--- config.mk ---
export PLATFORM = sky130hd
export DESIGN_NAME = multicycle_decoder
export DESIGN_NICKNAME = d
export VERILOG_FILES = /design/src/rtl/multicycle_decoder.sv
export SDC_FILE = /design/constraint.sdc
export NUM_CORES = 1
export LEC_CHECK = 0
export ABC_AREA = 1
export CORE_UTILIZATION = 28
export CTS_BUF_LIST = sky130_fd_sc_hd__clkbuf_2
export CTS_CLUSTER_SIZE = 10
export DETAILED_ROUTE_END_ITERATION = 8
export PLACE_DENSITY = 0.82
export REMOVE_ABC_BUFFERS = 1
export SLEW_MARGIN = 20
export SYNTH_ARGS = -nofsm -noshare
export SYNTH_HDL_FRONTEND = slang
export SYNTH_SLANG_ARGS = --single-unit
--- constraint.sdc ---
create_clock -name clk -period 0.8 [get_ports clk]
set_input_delay 0.08 -clock clk [delete_from_list [all_inputs] [get_ports clk]]
set_output_delay 0.08 -clock clk [all_outputs]
set_load 0.02 [all_outputs]
--- src/rtl/multicycle_decoder.sv ---
// Main control decoder for the multicycle CPU: a Moore sequencer that steers the
// datapath and raises unconditioned write requests for the condition-logic stage.
module multicycle_decoder (
    input  logic       clk,
    input  logic       reset,
    input  logic [1:0] Op,
    input  logic [5:0] Funct,
    input  logic [3:0] Rd,
    output logic [1:0] FlagW,
    output logic       PCS,
    output logic       RegW,
    output logic       MemW,
    output logic       NextPC,
    output logic       IRWrite,
    output logic       AdrSrc,
    output logic [1:0] ResultSrc,
    output logic       ALUSrcA,
    output logic [1:0] ALUSrcB,
    output logic [1:0] ALUControl,
    output logic [1:0] ImmSrc,
    output logic [1:0] RegSrc,
    output logic [3:0] State
);

    typedef enum logic [3:0] {
        FETCH    = 4'd0,
        DECODE   = 4'd1,
        MEMADR   = 4'd2,
        MEMRD    = 4'd3,
        MEMWB    = 4'd4,
        MEMWR    = 4'd5,
        EXECUTER = 4'd6,
        EXECUTEI = 4'd7,
        ALUWB    = 4'd8,
        BRANCH   = 4'd9
    } state_t;

    state_t     state_r;
    state_t     state_next_s;
    logic       alu_op_s;
    logic       branch_s;
    logic       cmd_valid_s;
    logic       add_sub_s;

    // State register; reset drops straight back to FETCH without waiting for an edge.
    always_ff @(posedge clk or posedge reset) begin
        if (reset) begin
            state_r <= FETCH;
        end else begin
            state_r <= state_next_s;
        end
    end

    // Next-state logic; unused encodings recover to FETCH.
    always_comb begin
        state_next_s = FETCH;
        case (state_r)
            FETCH:    state_next_s = DECODE;
            DECODE: begin
                case (Op)
                    2'b00:   state_next_s = Funct[5] ? EXECUTEI : EXECUTER;
                    2'b01:   state_next_s = MEMADR;
                    2'b10:   state_next_s = BRANCH;
                    default: state_next_s = FETCH;
                endcase
            end
            MEMADR:   state_next_s = Funct[0] ? MEMRD : MEMWR;
            MEMRD:    state_next_s = MEMWB;
            EXECUTER: state_next_s = ALUWB;
            EXECUTEI: state_next_s = ALUWB;
            default:  state_next_s = FETCH;
        endcase
    end

    // Moore per-state datapath controls.
    always_comb begin
        NextPC    = 1'b0;
        IRWrite   = 1'b0;
        AdrSrc    = 1'b0;
        ResultSrc = 2'b00;
        ALUSrcA   = 1'b0;
        ALUSrcB   = 2'b00;
        RegW      = 1'b0;
        MemW      = 1'b0;
        alu_op_s  = 1'b0;
        branch_s  = 1'b0;
        case (state_r)
            FETCH: begin
                NextPC    = 1'b1;
                IRWrite   = 1'b1;
                ALUSrcA   = 1'b1;
                ALUSrcB   = 2'b10;
                ResultSrc = 2'b10;
            end
            DECODE: begin
                ALUSrcA   = 1'b1;
                ALUSrcB   = 2'b10;
                ResultSrc = 2'b10;
            end
            MEMADR:   ALUSrcB = 2'b01;
            MEMRD:    AdrSrc  = 1'b1;
            MEMWB: begin
                ResultSrc = 2'b01;
                RegW      = 1'b1;
            end
            MEMWR: begin
                AdrSrc = 1'b1;
                MemW   = 1'b1;
            end
            EXECUTER: alu_op_s = 1'b1;
            EXECUTEI: begin
                ALUSrcB  = 2'b01;
                alu_op_s = 1'b1;
            end
            ALUWB:    RegW = 1'b1;
            BRANCH: begin
                ALUSrcB   = 2'b01;
                ResultSrc = 2'b10;
                branch_s  = 1'b1;
            end
            default: begin
                NextPC = 1'b0;
            end
        endcase
    end

    // ALU decode; unsupported commands fall back to ADD and never request a flag write.
    always_comb begin
        ALUControl  = 2'b00;
        cmd_valid_s = 1'b0;
        add_sub_s   = 1'b0;
        if (alu_op_s) begin
            case (Funct[4:1])
                4'b0100: begin ALUControl = 2'b00; cmd_valid_s = 1'b1; add_sub_s = 1'b1; end
                4'b0010: begin ALUControl = 2'b01; cmd_valid_s = 1'b1; add_sub_s = 1'b1; end
                4'b0000: begin ALUControl = 2'b10; cmd_valid_s = 1'b1; end
                4'b1100: begin ALUControl = 2'b11; cmd_valid_s = 1'b1; end
                default: begin ALUControl = 2'b00; end
            endcase
        end else begin
            ALUControl = 2'b00;
        end
    end

    assign FlagW  = cmd_valid_s ? {Funct[0], Funct[0] & add_sub_s} : 2'b00;
    assign PCS    = branch_s | (RegW & (Rd == 4'hF));
    assign ImmSrc = Op;
    assign RegSrc = {(Op == 2'b01), (Op == 2'b10)};
    assign State  = state_r;

endmodule

# Word-level counts from Yosys, hierarchy flattened
# Cells that the tools add are included.
[op_classes] n_eq_ne=15 mux=20 bitwise=3 reduce_logical=11
[op_table] cell="equality test 4 x 3 -> 1 bit (second input constant)" n=5
[op_table] cell="one-hot mux 4 bit (5 select lines)" n=1
[op_table] cell="equality test 4 bit (second input constant)" n=4
[op_table] cell="equality test 4 x 2 -> 1 bit (second input constant)" n=3
[op_table] cell="2-to-1 mux 1 bit" n=12
[op_table] cell="one-hot mux 4 bit (3 select lines)" n=1
[op_table] cell="OR reduction 2 bit" n=5
[op_table] cell="logical NOT 4 bit" n=2
[op_table] cell="one-hot mux 2 bit (2 select lines)" n=2
[op_table] cell="one-hot mux 2 bit (3 select lines)" n=1
[op_table] cell="OR reduction 3 bit" n=2
[op_table] cell="equality test 4 x 1 -> 1 bit (second input constant)" n=1
[op_table] cell="2-to-1 mux 2 bit" n=2
[op_table] cell="OR reduction 4 bit" n=1
[op_table] cell="2-to-1 mux 3 bit" n=1
[op_table] cell="bitwise AND 1 bit" n=2
[op_table] cell="equality test 2 x 1 -> 1 bit (second input constant)" n=1
[op_table] cell="equality test 2 bit (second input constant)" n=1
[op_table] cell="logical NOT 2 bit" n=1
[op_table] cell="bitwise OR 1 bit" n=1
[word_totals] ff_bits=4 output_inout_bits=23 word_cells=50

# Logic depth before layout (Yosys ltp)
[depth] ltp_word=6 ltp_mapped=6 depth_no_buf=6

# Least setup slack after synthesis
# No wires, ideal clock.
[synth_timing] path_type="register to output" from="register state_r[3], in the netlist State[3]" to="output port NextPC" t_arrival_ns=1.262 path_slack_ns=-0.542 stages_incl_launch_ff=5 cell_sequence="dfrtp_1 > inv_1 > nand2_1 > nor2_1 > buf_4"
[synth_between] elab_chain_len=2
[synth_lines] element="start: declaration" line_no="38" source="state_t state_r;"
[synth_lines] element="start signal: assignment" line_no="50" source="state_r <= state_next_s;"
[synth_lines] element="logical NOT 4 bit"
[synth_lines] element="2-to-1 mux 1 bit"
[synth_lines] element="end: declaration" line_no="13" source="output logic NextPC,"
# Every way passes these cells.

# Final worst setup path
[layout_timing] from="register state_r[3], in the netlist State[3]" to="output port PCS"
[layout_between] elab_chain_len=5
[layout_lines] element="equality test 4 x 3 -> 1 bit or equality test 4 bit (tied branches)" line_no="87" source="case (state_r)"
[layout_lines] element="OR reduction 2 bit (no source line)"
[layout_lines] element="2-to-1 mux 1 bit" line_no="87"
[layout_lines] element="bitwise AND 1 bit" line_no="146" source="assign PCS = branch_s | (RegW & (Rd == 4'hF));"
[layout_lines] element="bitwise OR 1 bit *" line_no="146"
[layout_lines] element="end: declaration" line_no="10" source="output logic PCS,"
# Mark *: on every way between the ends. The rest lies on a longest branch, timed or not.

==> metrics.md <==
| Metric | Value |
|---|---|
| Yosys Warn Count | 0 |
| Synth top area share | 23.9% |
| CP required | slightly above 700 ps |
| RSZ-0062 raised after global routing | true |
| Core area | ~0.0014 sq mm |
| First-pass GRT wire length | around 2.4 mm |
| Worst hold path class | input pin to asynchronous set/reset pin |
| Max cap viols | 0 |
| CP Launch Type | register |
| Clk buf depth | 2 |
| CTS Sinks | 4 |
| # nets final | approximately 160 |
| Count of final setup violators | 23 |
| Vias/cell | 4.79 |
| Tcrit/Tclk final | 167% |
| Max reg flops | 4 |
| Fin Clk Skew | roughly 10 ps |
| Antenna Cells | 0 |
| Synth cell types | 17 |
| Total GRT Usage | a little under a quarter |
| Number of core rows | 13 |
| Crit path DAT | between 1000 and 1500 ps |
| Largest net degree at the start of global routing | 7 |
| Worst Setup End Kind | output port |
| Cells after Synth | between 70 and 80 |
| Syn avg cell area | between 5 and 6 sq um |
| Total die area | between 0.0015 and 0.002 sq mm |
| GRT Residual Overflow | 0 |
| Layout cells sized above 1 | between 60% and 70% |
| Power Dens Cells | 3770 mW/mm^2 |
| Leakage power | 0.599 nW |
| Initial antenna violation count | 0 |
| Initial DRC Count | 21 |
| Clk_lat worst skew | 220 ps |
| Slew Limit Headroom | 84.8% |
| Failing checks | setup timing |
| Number of global-route vias before repair | about 570 |
| Detailed-route wire length per cell | roughly 13 um |
| Yosys top cell by area | dfrtp_1 |
| Routed via count | 738 |
| TritonCTS clock tree | done |
| Flops & latches, synth | 4 |
| Tot Pwr | about 4.3 mW |
| Max Clk Rate | 0.750 GHz |
| Antenna viol nets, final | 0 |
| Gpl congestion | slightly below 0.8 |
| Initial Util | ~31% |
| Max Slew Vio Count | 0 |
| Max FO, Critical Path | 5 |
| Worst slew pin tran | ~220 ps |
| Register area share after synthesis | between 20% and 30% |
| Dpl hpwl | between 1 and 1.5 mm |
| DRC violations left | 0 |
| Initial DRT Pass Iterations | 4 |
| Top cells by area, synth | dfrtp_1 24%, nand2_1 21%, inv_1 12%, nor2_1 9.9%, buf_4 5.4% |
| Post-synthesis cell area | ~420 sq um |
| Die height | 40.7 um |
| CTS HTree Levels | 1 |
| CTS Root Cell | clkbuf_2 |
| CTS Buf Count | 3 |
| Hold-fix buffers, CTS | 0 |
| Minimum clock period | roughly 1300 ps |
| Final WL | ~1.9 mm |
| Status | complete, but fails checks |
| Worst hold slack | 55.5 ps |
| Dpl ws | -857 ps |
| Setup ws final | -534 ps |
| Crit Path Class | register to output port |
| Number of I/O pins | 37 |
| Clock transition at the registers of the reported paths | roughly 60 ps |
| P&R area growth vs syn | 170% |
| Die width | about 40 um |
| Final hold vios | 0 |
| Number of port buffers | 36 |
| Max IR drop VDD | around 2.3 mV |
Yosys cell counts:
library cell and instances:
nand3b_1 1, o22ai_1 1, o211ai_1 1, nand3_1 4
nor2_1 11, nor2_2 2, a21oi_1 3, nand2_2 1
o21ai_1 1, buf_4 3, o21ai_0 2, nand2_1 24
dfrtp_1 4, inv_2 1, nand3_2 1, inv_1 13
nand4_1 2
per-stage QoR:
step	std cells	setup TNS [ps]	util, %	area [sq um]
after floorplan	72	-6060	-	397
after global placement	142	-16180	68.0	918
after detailed placement	142	-16800	68.0	918
after CTS	151	-9100	77.9	1050
after global routing	154	-11120	84.0	1130
final	154	-9800	84.0	1130
final cells by class:
type	count	area [sq um]
multi-input combinational	54	349
fill	86	216
clock buffer	3	15.0
inverter	14	60.1
tap	15	18.8
timing repair buffer	64	586
sequential	4	105
power breakdown:
group          switching [mW]  internal [mW]
registers               0.179          0.303
logic                    1.75           1.85
clock network          0.0935          0.101
final timing paths:
path	from	endpoint	slack, ps	depth (start not counted)
setup reg to reg	State[2]	State[2]	-450	7
hold / removal	reset	State[1]	60	2
setup / recovery	State[3]	PCS	-530	6
min in group clk	Op[1]	State[1]	410	5
hold reg to reg	State[0]	State[0]	670	2
max in group asynchronous	reset	State[3]	570	2
placed cells by master (no fill, tap or decap), types with 2 or more instances in the layout:
cell / count
dfrtp_2: 4
buf_2: 2
nand4_1: 2
clkdlybuf4s50_1: 11
nor2_2: 2
buf_4: 26
a21oi_2: 2
nor2_1: 5
nand2_2: 5
inv_2: 6
nand3_1: 3
clkbuf_2: 4
dlygate4sd2_1: 2
nor2_4: 6
buf_6: 22
o21ai_0: 2
nand2_1: 18
inv_1: 6
what timing repair did:
| action | CTS | global route |
|---|---|---|
| endpoints found under the setup margin | 27 | 26 |
| buffers inserted | 7 | 5 |
| gates resized for setup | 152 | 25 |
| pin swaps | 10 | 10 |
metal layers:
| metal | part of all wire [%] | wire length (um) | global-route usage, % | vias to the layer above |
|---|---|---|---|---|
| li1 | - | - | - | 360 |
| met1 | 35 | 680 | 19.4 | 332 |
| met2 | 56 | 1090 | 44.8 | 40 |
| met3 | 6.1 | 118 | 3.80 | 6 |
| met4 | 2.3 | 44 | 21.7 | 0 |
| met5 | 0 | 0 | 0 | - |
worst max-delay path: stages (launching register included):
cell and delay [ps]:
dfrtp_2 440, inv_2 110, nand2_1 130, nand2_1 100, nand3b_1 70, nand2_1 80, buf_6 120
cells by family after synthesis:
| family | synth area share (%) |
|---|---|
| AO/OA/AOI/OAI | 10.4 |
| AND/OR/NAND/NOR | 47.8 |
| buffers and inverters | 17.9 |
| flip-flops | 23.9 |
No activity file was read; power rests on OpenSTA's default activity.
